**config.mk**
```make
export PLATFORM = sky130hd
export DESIGN_NAME = receive_data
export DESIGN_NICKNAME = d
export VERILOG_FILES = /design/src/rtl/receive_data.sv
export SDC_FILE = /design/constraint.sdc
export NUM_CORES = 1
export LEC_CHECK = 0
export ABC_AREA = 1
export BUFFER_PORTS_ARGS = -buffer_cell sky130_fd_sc_hd__buf_2
export CAP_MARGIN = 20
export CELL_PAD_IN_SITES_DETAIL_PLACEMENT = 0
export CELL_PAD_IN_SITES_GLOBAL_PLACEMENT = 1
export CORE_ASPECT_RATIO = 0.5
export CORE_MARGIN = 4
export CORE_UTILIZATION = 51
export CTS_BUF_LIST = sky130_fd_sc_hd__clkbuf_8
export CTS_CLUSTER_SIZE = 40
export DETAILED_ROUTE_END_ITERATION = 12
export PLACE_DENSITY = 0.95
export SYNTH_ARGS = -nofsm -noshare
export SYNTH_HDL_FRONTEND = slang
export SYNTH_SLANG_ARGS = --single-unit
```
**constraint.sdc**
```tcl
create_clock -name clk -period 2.5 [get_ports clk]
set_clock_uncertainty 0.05 [all_clocks]
set_input_delay 0.125 -clock clk [delete_from_list [all_inputs] [get_ports clk]]
set_output_delay 0.125 -clock clk [all_outputs]
set_load 0.05 [all_outputs]
```
**src/rtl/receive_data.sv**
```systemverilog
// receive_data: 8-bit UART receiver with 16x oversampling, majority-vote bit sampling and a consumer handshake.
// Ports: clk (system clock), reset (async, active high), rxd (serial input, idles high),
//        rxdAck (clears rxdValid/rxdOverrun), rxdData (last good byte), rxdValid (unacknowledged byte present),
//        rxdBusy (frame in progress), rxdFrameErr (pulse on bad stop bit), rxdParityErr (pulse on parity mismatch),
//        rxdOverrun (sticky, a good byte overwrote an unacknowledged one).
// Build option: define RXD_PARITY_EN to receive one even-parity bit between the data and stop bits.
module receive_data #(
    parameter int ClkFrequency = 25000000,
    parameter int Baud = 9600,
    parameter int TickAccWidth = 16
) (
    input  logic       clk,
    input  logic       reset,
    input  logic       rxd,
    input  logic       rxdAck,
    output logic [7:0] rxdData,
    output logic       rxdValid,
    output logic       rxdBusy,
    output logic       rxdFrameErr,
    output logic       rxdParityErr,
    output logic       rxdOverrun
);
    // Rounded phase increment for a 16 x Baud tick; the accumulator MSB is the carry out.
    localparam logic [63:0] IncWide =
        ((64'(Baud) * 64'd16 << TickAccWidth) + 64'(ClkFrequency / 2)) / 64'(ClkFrequency);
    localparam logic [TickAccWidth:0] Inc = IncWide[TickAccWidth:0];

    typedef enum logic [2:0] {
        IDLE,
        START,
        DATA,
`ifdef RXD_PARITY_EN
        PARITY,
`endif
        STOP
    } state_t;

    state_t                state;
    logic [TickAccWidth:0] acc;
    logic [1:0]            sync;
    logic [3:0]            cnt;
    logic [2:0]            bit_idx;
    logic [7:0]            shift;
    logic                  s7, s8;
    logic                  tick, rx, vote, stop_dec, par_err, good;

    assign tick     = acc[TickAccWidth];
    assign rx       = sync[1];
    assign vote     = (s7 & s8) | (s7 & rx) | (s8 & rx);
    assign stop_dec = tick & (state == STOP) & (cnt == 4'd9);
    assign good     = stop_dec & vote & ~par_err;
    assign rxdBusy  = state != IDLE;

`ifdef RXD_PARITY_EN
    logic par_bit;
    assign par_err = ^shift ^ par_bit;
    always_ff @(posedge clk or posedge reset)
        if (reset)
            par_bit <= 1'b0;
        else if (tick && state == PARITY && cnt == 4'd9)
            par_bit <= vote;
`else
    assign par_err = 1'b0;
`endif

    always_ff @(posedge clk or posedge reset)
        if (reset) begin
            acc  <= '0;
            sync <= 2'b11;
        end else begin
            acc  <= {1'b0, acc[TickAccWidth-1:0]} + Inc;
            sync <= {sync[0], rxd};
        end

    always_ff @(posedge clk or posedge reset) begin
        if (reset) begin
            state        <= IDLE;
            cnt          <= '0;
            bit_idx      <= '0;
            shift        <= '0;
            s7           <= 1'b1;
            s8           <= 1'b1;
            rxdData      <= '0;
            rxdValid     <= 1'b0;
            rxdFrameErr  <= 1'b0;
            rxdParityErr <= 1'b0;
            rxdOverrun   <= 1'b0;
        end else begin
            // A bad stop bit outranks a parity mismatch, so the two never pulse together.
            rxdFrameErr  <= stop_dec & ~vote;
            rxdParityErr <= stop_dec & vote & par_err;
            if (good) begin
                rxdData    <= shift;
                rxdValid   <= 1'b1;
                rxdOverrun <= ~rxdAck & (rxdValid | rxdOverrun);
            end else if (rxdAck) begin
                rxdValid   <= 1'b0;
                rxdOverrun <= 1'b0;
            end
            if (tick) begin
                cnt <= cnt + 4'd1;
                if (cnt == 4'd7) s7 <= rx;
                if (cnt == 4'd8) s8 <= rx;
                case (state)
                    IDLE: begin
                        cnt <= '0;
                        if (!rx) state <= START;
                    end
                    START:
                        if (cnt == 4'd9 && vote) begin
                            state <= IDLE;
                            cnt   <= '0;
                        end else if (cnt == 4'd15) begin
                            state   <= DATA;
                            bit_idx <= '0;
                        end
                    DATA: begin
                        if (cnt == 4'd9) shift <= {vote, shift[7:1]};
                        if (cnt == 4'd15) begin
                            bit_idx <= bit_idx + 3'd1;
`ifdef RXD_PARITY_EN
                            if (bit_idx == 3'd7) state <= PARITY;
`else
                            if (bit_idx == 3'd7) state <= STOP;
`endif
                        end
                    end
`ifdef RXD_PARITY_EN
                    PARITY:
                        if (cnt == 4'd15) state <= STOP;
`endif
                    STOP:
                        // Leave mid stop bit so an immediately following start edge is seen.
                        if (cnt == 4'd9) begin
                            state <= IDLE;
                            cnt   <= '0;
                        end
                    default: state <= IDLE;
                endcase
            end
        end
    end
endmodule
```
* Word level (Yosys, flattened, before mapping)
Cells that the tools add are included.
Word-level totals: register bits 50, input port bits 4
Cells by class: $add $sub $neg 3, equal/unequal tests 15, multiplexer cells 17, bitwise operators 13, reductions and logical operators 10
Operators with widths (number):
- 3-bit two-way mux | 9
- 16-bit by 9-bit adder with 17-bit output (second input constant) | 1
- 4-bit equality test (second input constant) | 3
- 3-bit one-hot mux with 4 select lines | 1
- 4-bit one-hot mux with 3 select lines | 1
- 2-bit inequality test (second input constant) | 5
- 1-bit AND | 8
- 4-bit two-way mux | 2
- 3-bit by 2-bit equality test with 1-bit output (second input constant) | 2
- 3-bit one-hot mux with 2 select lines | 1
- 6-bit AND reduction | 1
- 5-bit AND reduction | 1
- 4-bit by 1-bit adder with 4-bit output (second input constant) | 1
- 4-bit by 3-bit equality test with 1-bit output (second input constant) | 1
- 2-bit AND reduction | 2
- 2-bit nonzero test | 2
- 3-bit by 1-bit adder with 3-bit output (second input constant) | 1
- 3-bit by 1-bit equality test with 1-bit output (second input constant) | 1
- 3-bit equality test (second input constant) | 1
- 3-bit logical NOT | 1
- 1-bit two-way mux | 3
- 3-bit inequality test (second input constant) | 1
- 1-bit OR | 3
- 3-bit AND reduction | 1
- 4 further kinds | 5

* Longest topological paths before layout
word-level depth 6, mapped depth 10, gate-level depth less buffers 10

* Least setup slack after synthesis
OpenSTA, ideal clock, no wires.
kind reg-to-reg, start register cnt[1], end register rxdOverrun, arrival 1219 ps, path slack 1156 ps, stages on the path, launching flop included 8, path buffers 1, period minus slack after synthesis 1344 ps, cell sequence dfrtp_1 inv_1 ha_1 nand3_2 clkinv_2 nand4_4 buf_6 o2bb2ai_2
On the way: longest elaborated chain between the ends 4, elaborated cells on any way between the ends 5
Ends and longest elaborated chain:
- start: declaration | RTL line 41 | logic [3:0] cnt;
- start signal: assignment | RTL line 101 | cnt <= cnt + 4'd1;
- 4-bit equality test * | RTL line 50 | assign stop_dec = tick & (state == STOP) & (cnt == 4'd9);
- 1-bit AND * | RTL line 50
- 1-bit AND *
- 1-bit two-way mux or 2-bit nonzero test (tied branches)
- end signal: assignment | RTL line 95 | rxdOverrun <= ~rxdAck & (rxdValid | rxdOverrun);
- end: declaration | RTL line 21 | output logic rxdOverrun
Mark *: on every way between the ends. The rest lies on a longest branch, timed or not. A chain may end at the register's enable or synchronous reset.

* Final worst setup path
start register cnt[1], end register rxdData[6]
On the way: longest elaborated chain between the ends 3
Ends and longest elaborated chain:
- 4-bit equality test | RTL line 50
- 1-bit AND | RTL line 50
- 1-bit AND
- end signal: assignment | RTL line 93 | rxdData <= shift;
- end: declaration | RTL line 16 | output logic [7:0] rxdData,
No other way between the ends.

==> key figures <==
Outcome
  – Status: complete, no violations

Clock tree
  – Clk buf depth: 2
  – Worst-skew pair later-pin latency: 0.30 ns
  – Clock transition at path regs: 0.08 ns
  – Post-CTS setup repair buffer count: 0
  – Clock Tree Root: clkbuf_8
  – Post-CTS sizing: 0
  – CTS H-tree depth: 2
  – Total CTS buffers: 5
  – Clock sinks: 49
  – TritonCTS clock tree: yes

Power
  – P_sw: 0.269 mW
  – Int Pwr: 1.12 mW
  – Maximum VDD drop: 0.206 mV
  – Gate power share: 2.0%
  – P_leak: 1.33 nW
  – Seq pwr share: 57.1%
  – Clock share of power: 40.9%
  – Net Sw Frac: 19.3%
  – Power Dens Cells: 546 nW/um^2

GRT
  – Initial antenna violation count: 0
  – Layer with the highest usage: met2
  – First-pass GRT wire length: 6470 um
  – Met2 Track Usage GR: 24.1%
  – Pin count of the biggest net entering global routing: 50
  – Met3 Use GR: 3.89%
  – GRT Util Overall: 14.6%
  – GRT overflow: 0
  – GR Util met1: 17.5%
  – Vias in the first global route: 1,539

Floorplanning
  – Core area: 4100 um^2
  – Chip height: 55.4 um
  – Die X: 103 um
  – Cell Rows: 16
  – I/O pin count: 17
  – Die Area: 5690 um^2
  – Starting Density: 55.8%

STA
  – Setup TNS: 0 ns
  – Worst hold slack: 0.0563 ns
  – Fmax: 0.626 GHz
  – Count of final hold-check violations: 0
  – Final Critical Period: 1.60 ns
  – RSZ-0062 raised after global routing: no
  – Tcrit/Tclk final: 63.9%
  – Endpoints failing setup: 0
  – Final slew viol count: 0

Routing
  – Post-route ant nets: 0
  – Via-per-instance ratio: 4.79
  – Iteration-0 DRC count of the detailed router: 47
  – Wire per inst: 11.4 um
  – Drt drc: 0
  – Routed via count: 1,563
  – Number of detailed-route iterations in the first pass: 4
  – Final wirelength: 3720 um

Yosys
  – Post-synth top area cell: dfrtp_1
  – YS warnings: 0
  – Synth area leaders: dfrtp_1 49%, nand2_1 12%, inv_1 5.2%
  – Mapped Cells: 250
  – Top FF cell, synth: dfrtp_1
  – Flop and latch count out of synthesis: 49
  – Post-synth top area share: 49.2%
  – Avg Inst Size Synth: 9.16 um^2
  – Cell Area, Synth: 2290 um^2
  – Async set-reset flop share out of synthesis: 100%
  – Synth unique cells: 30
  – Most numerous cell in the Yosys netlist: nand2_1
  – Post-synth EDFFs: 0
  – Post-synthesis net count: 260
  – Most frequent cells after synthesis: 74 x nand2_1, 45 x dfrtp_1, 32 x inv_1
  – Register area share after synthesis: 53.7%

Critical path
  – Arr. time, crit path: 1.73 ns
  – Slowest-stage cell, CP: dfrtp_1
  – Critical path, cell by cell: inv_1, ha_1, nand3_2, clkinv_2, nand4_4, nand2_1, o21ai_2
  – CP bufs+invs: 2
  – CP Launch Type: register
  – CP top delay family: simple AND/OR/NAND/NOR gates
  – Maximum fanout along the worst path: 18
  – Worst EP required: 2.64 ns
  – Critical path endpoint category: register
  – Slowest cell delay on critical path: 0.41 ns
  – Crit path kind: register to register

Layout
  – Register area: 1230 um^2
  – Fraction of layout cells with a size suffix above 1: 16.9%
  – Antenna cells: 0
  – Final #Nets: 281
  – Layout area overhead: 11.4%
  – Multi-input logic area: 893 um^2
  – Fill count: 324

Place
  – Post-detail-place hpwl: 2670 um
  – Port buffer count: 15
  – Final estimated routing congestion in global placement: 0.774

Run
  – Max cap viols: 0

Worst hold path
  – Worst min path class: input pin to register
layout make-up:
cell class / instances / area share, %
flip-flops and latches: 49 / 48.2
inverters: 34 / 5.05
clock inverters: 2 / 1.32
well taps: 54 / 2.65
multi-input cells: 163 / 35.0
clock buffers: 6 / 3.24
repair buffers: 18 / 4.51
repair_timing:
item	CTS	global route
setup endpoints to repair	0	0
hold endpoints to repair	1	15
hold buffers	1	1
metrics by stage:
stage / setup WS [ns] / total power [mW] / util, % / cells / cell area (um^2)
after floorplan: 1.16 / 0.828 / - / 250 / 2290
after global placement: 0.994 / 0.834 / 58.4 / 315 / 2400
after detailed placement: 0.914 / 0.835 / 58.4 / 315 / 2400
after CTS: 0.907 / 1.41 / 61.5 / 324 / 2520
after global routing: 0.761 / 1.45 / 62.2 / 326 / 2550
final: 0.903 / 1.39 / 62.2 / 326 / 2550
layout by cell type, fill, tap and decap left out, types with 2 or more instances in the layout:
| cell | count |
|---|---|
| o21ai_0 | 3 |
| nand3b_1 | 3 |
| o21ai_1 | 9 |
| dfrtp_1 | 45 |
| dlygate4sd3_1 | 2 |
| nand2_1 | 74 |
| clkbuf_8 | 6 |
| a21oi_1 | 8 |
| nor2_1 | 15 |
| buf_2 | 15 |
| inv_2 | 2 |
| nand4_1 | 3 |
| xnor2_1 | 2 |
| nand3_2 | 2 |
| inv_1 | 32 |
| xor2_1 | 8 |
| ha_1 | 6 |
| o21ai_2 | 8 |
| dfstp_2 | 4 |
| nand3_1 | 12 |
final timing paths:
check / from / end / slack [ns] / cells past startpoint
worst max register to register: cnt[1]$_DFFE_PP0P_ / rxdData[6]$_DFFE_PP0P_ / 0.90 / 7
worst min register to register: sync[0]$_DFF_PP1_ / sync[1]$_DFF_PP1_ / 0.31 / 0
worst max-delay path: cnt[1]$_DFFE_PP0P_ / rxdData[6]$_DFFE_PP0P_ / 0.90 / 7
worst min-delay path: rxdAck / rxdOverrun$_DFFE_PP0P_ / 0.06 / 3
max in group asynchronous: reset / s8$_DFFE_PP1P_ / 1.57 / 4
min in group asynchronous: reset / acc[11]$_DFF_PP0_ / 0.28 / 3
registers in the layout, indices dropped and copies added, names as in the netlist:
name / count
acc: 17
s7: 1
shift: 8
cnt: 4
rxdValid: 1
rxdFrameErr: 1
state: 2
bit_idx: 3
sync: 2
rxdOverrun: 1
s8: 1
rxdData: 8
per-layer routing:
| layer | routed length (um) | part of all wire [%] |
|---|---|---|
| met5 | 0 | 0 |
| met4 | 74 | 2.0 |
| met1 | 1800 | 48 |
| met2 | 1730 | 47 |
| met3 | 119 | 3.2 |
power groups by stage:
stage	clock network (mW)	logic (mW)	registers, mW
after floorplan	0	0.0171	0.811
after global placement	0	0.0218	0.812
after detailed placement	0	0.0227	0.812
after CTS	0.588	0.0237	0.796
after global routing	0.619	0.0320	0.797
final	0.570	0.0275	0.796
cells by family (layout without fill, tap and decap cells):
family | count (synthesis) | count (layout) | synth area share (%)
adder cells (fa/ha/maj) | 6 | 6 | 3.28
multiplexers | 1 | 1 | 0.491
XOR/XNOR | 10 | 10 | 3.82
buffers and inverters | 38 | 60 | 7.26
other | 1 | 1 | 0.164
flip-flops | 49 | 49 | 53.7
AO/OA/AOI/OAI | 30 | 30 | 8.41
AND/OR/NAND/NOR | 115 | 115 | 22.8
worst reg2reg max path, stage by stage (launching register included):
cell,delay (ns)
dfrtp_1,0.41
inv_1,0.12
ha_1,0.17
nand3_2,0.12
clkinv_2,0.11
nand4_4,0.27
nand2_1,0.17
o21ai_2,0.06
(Power assumes the default switching activity.)
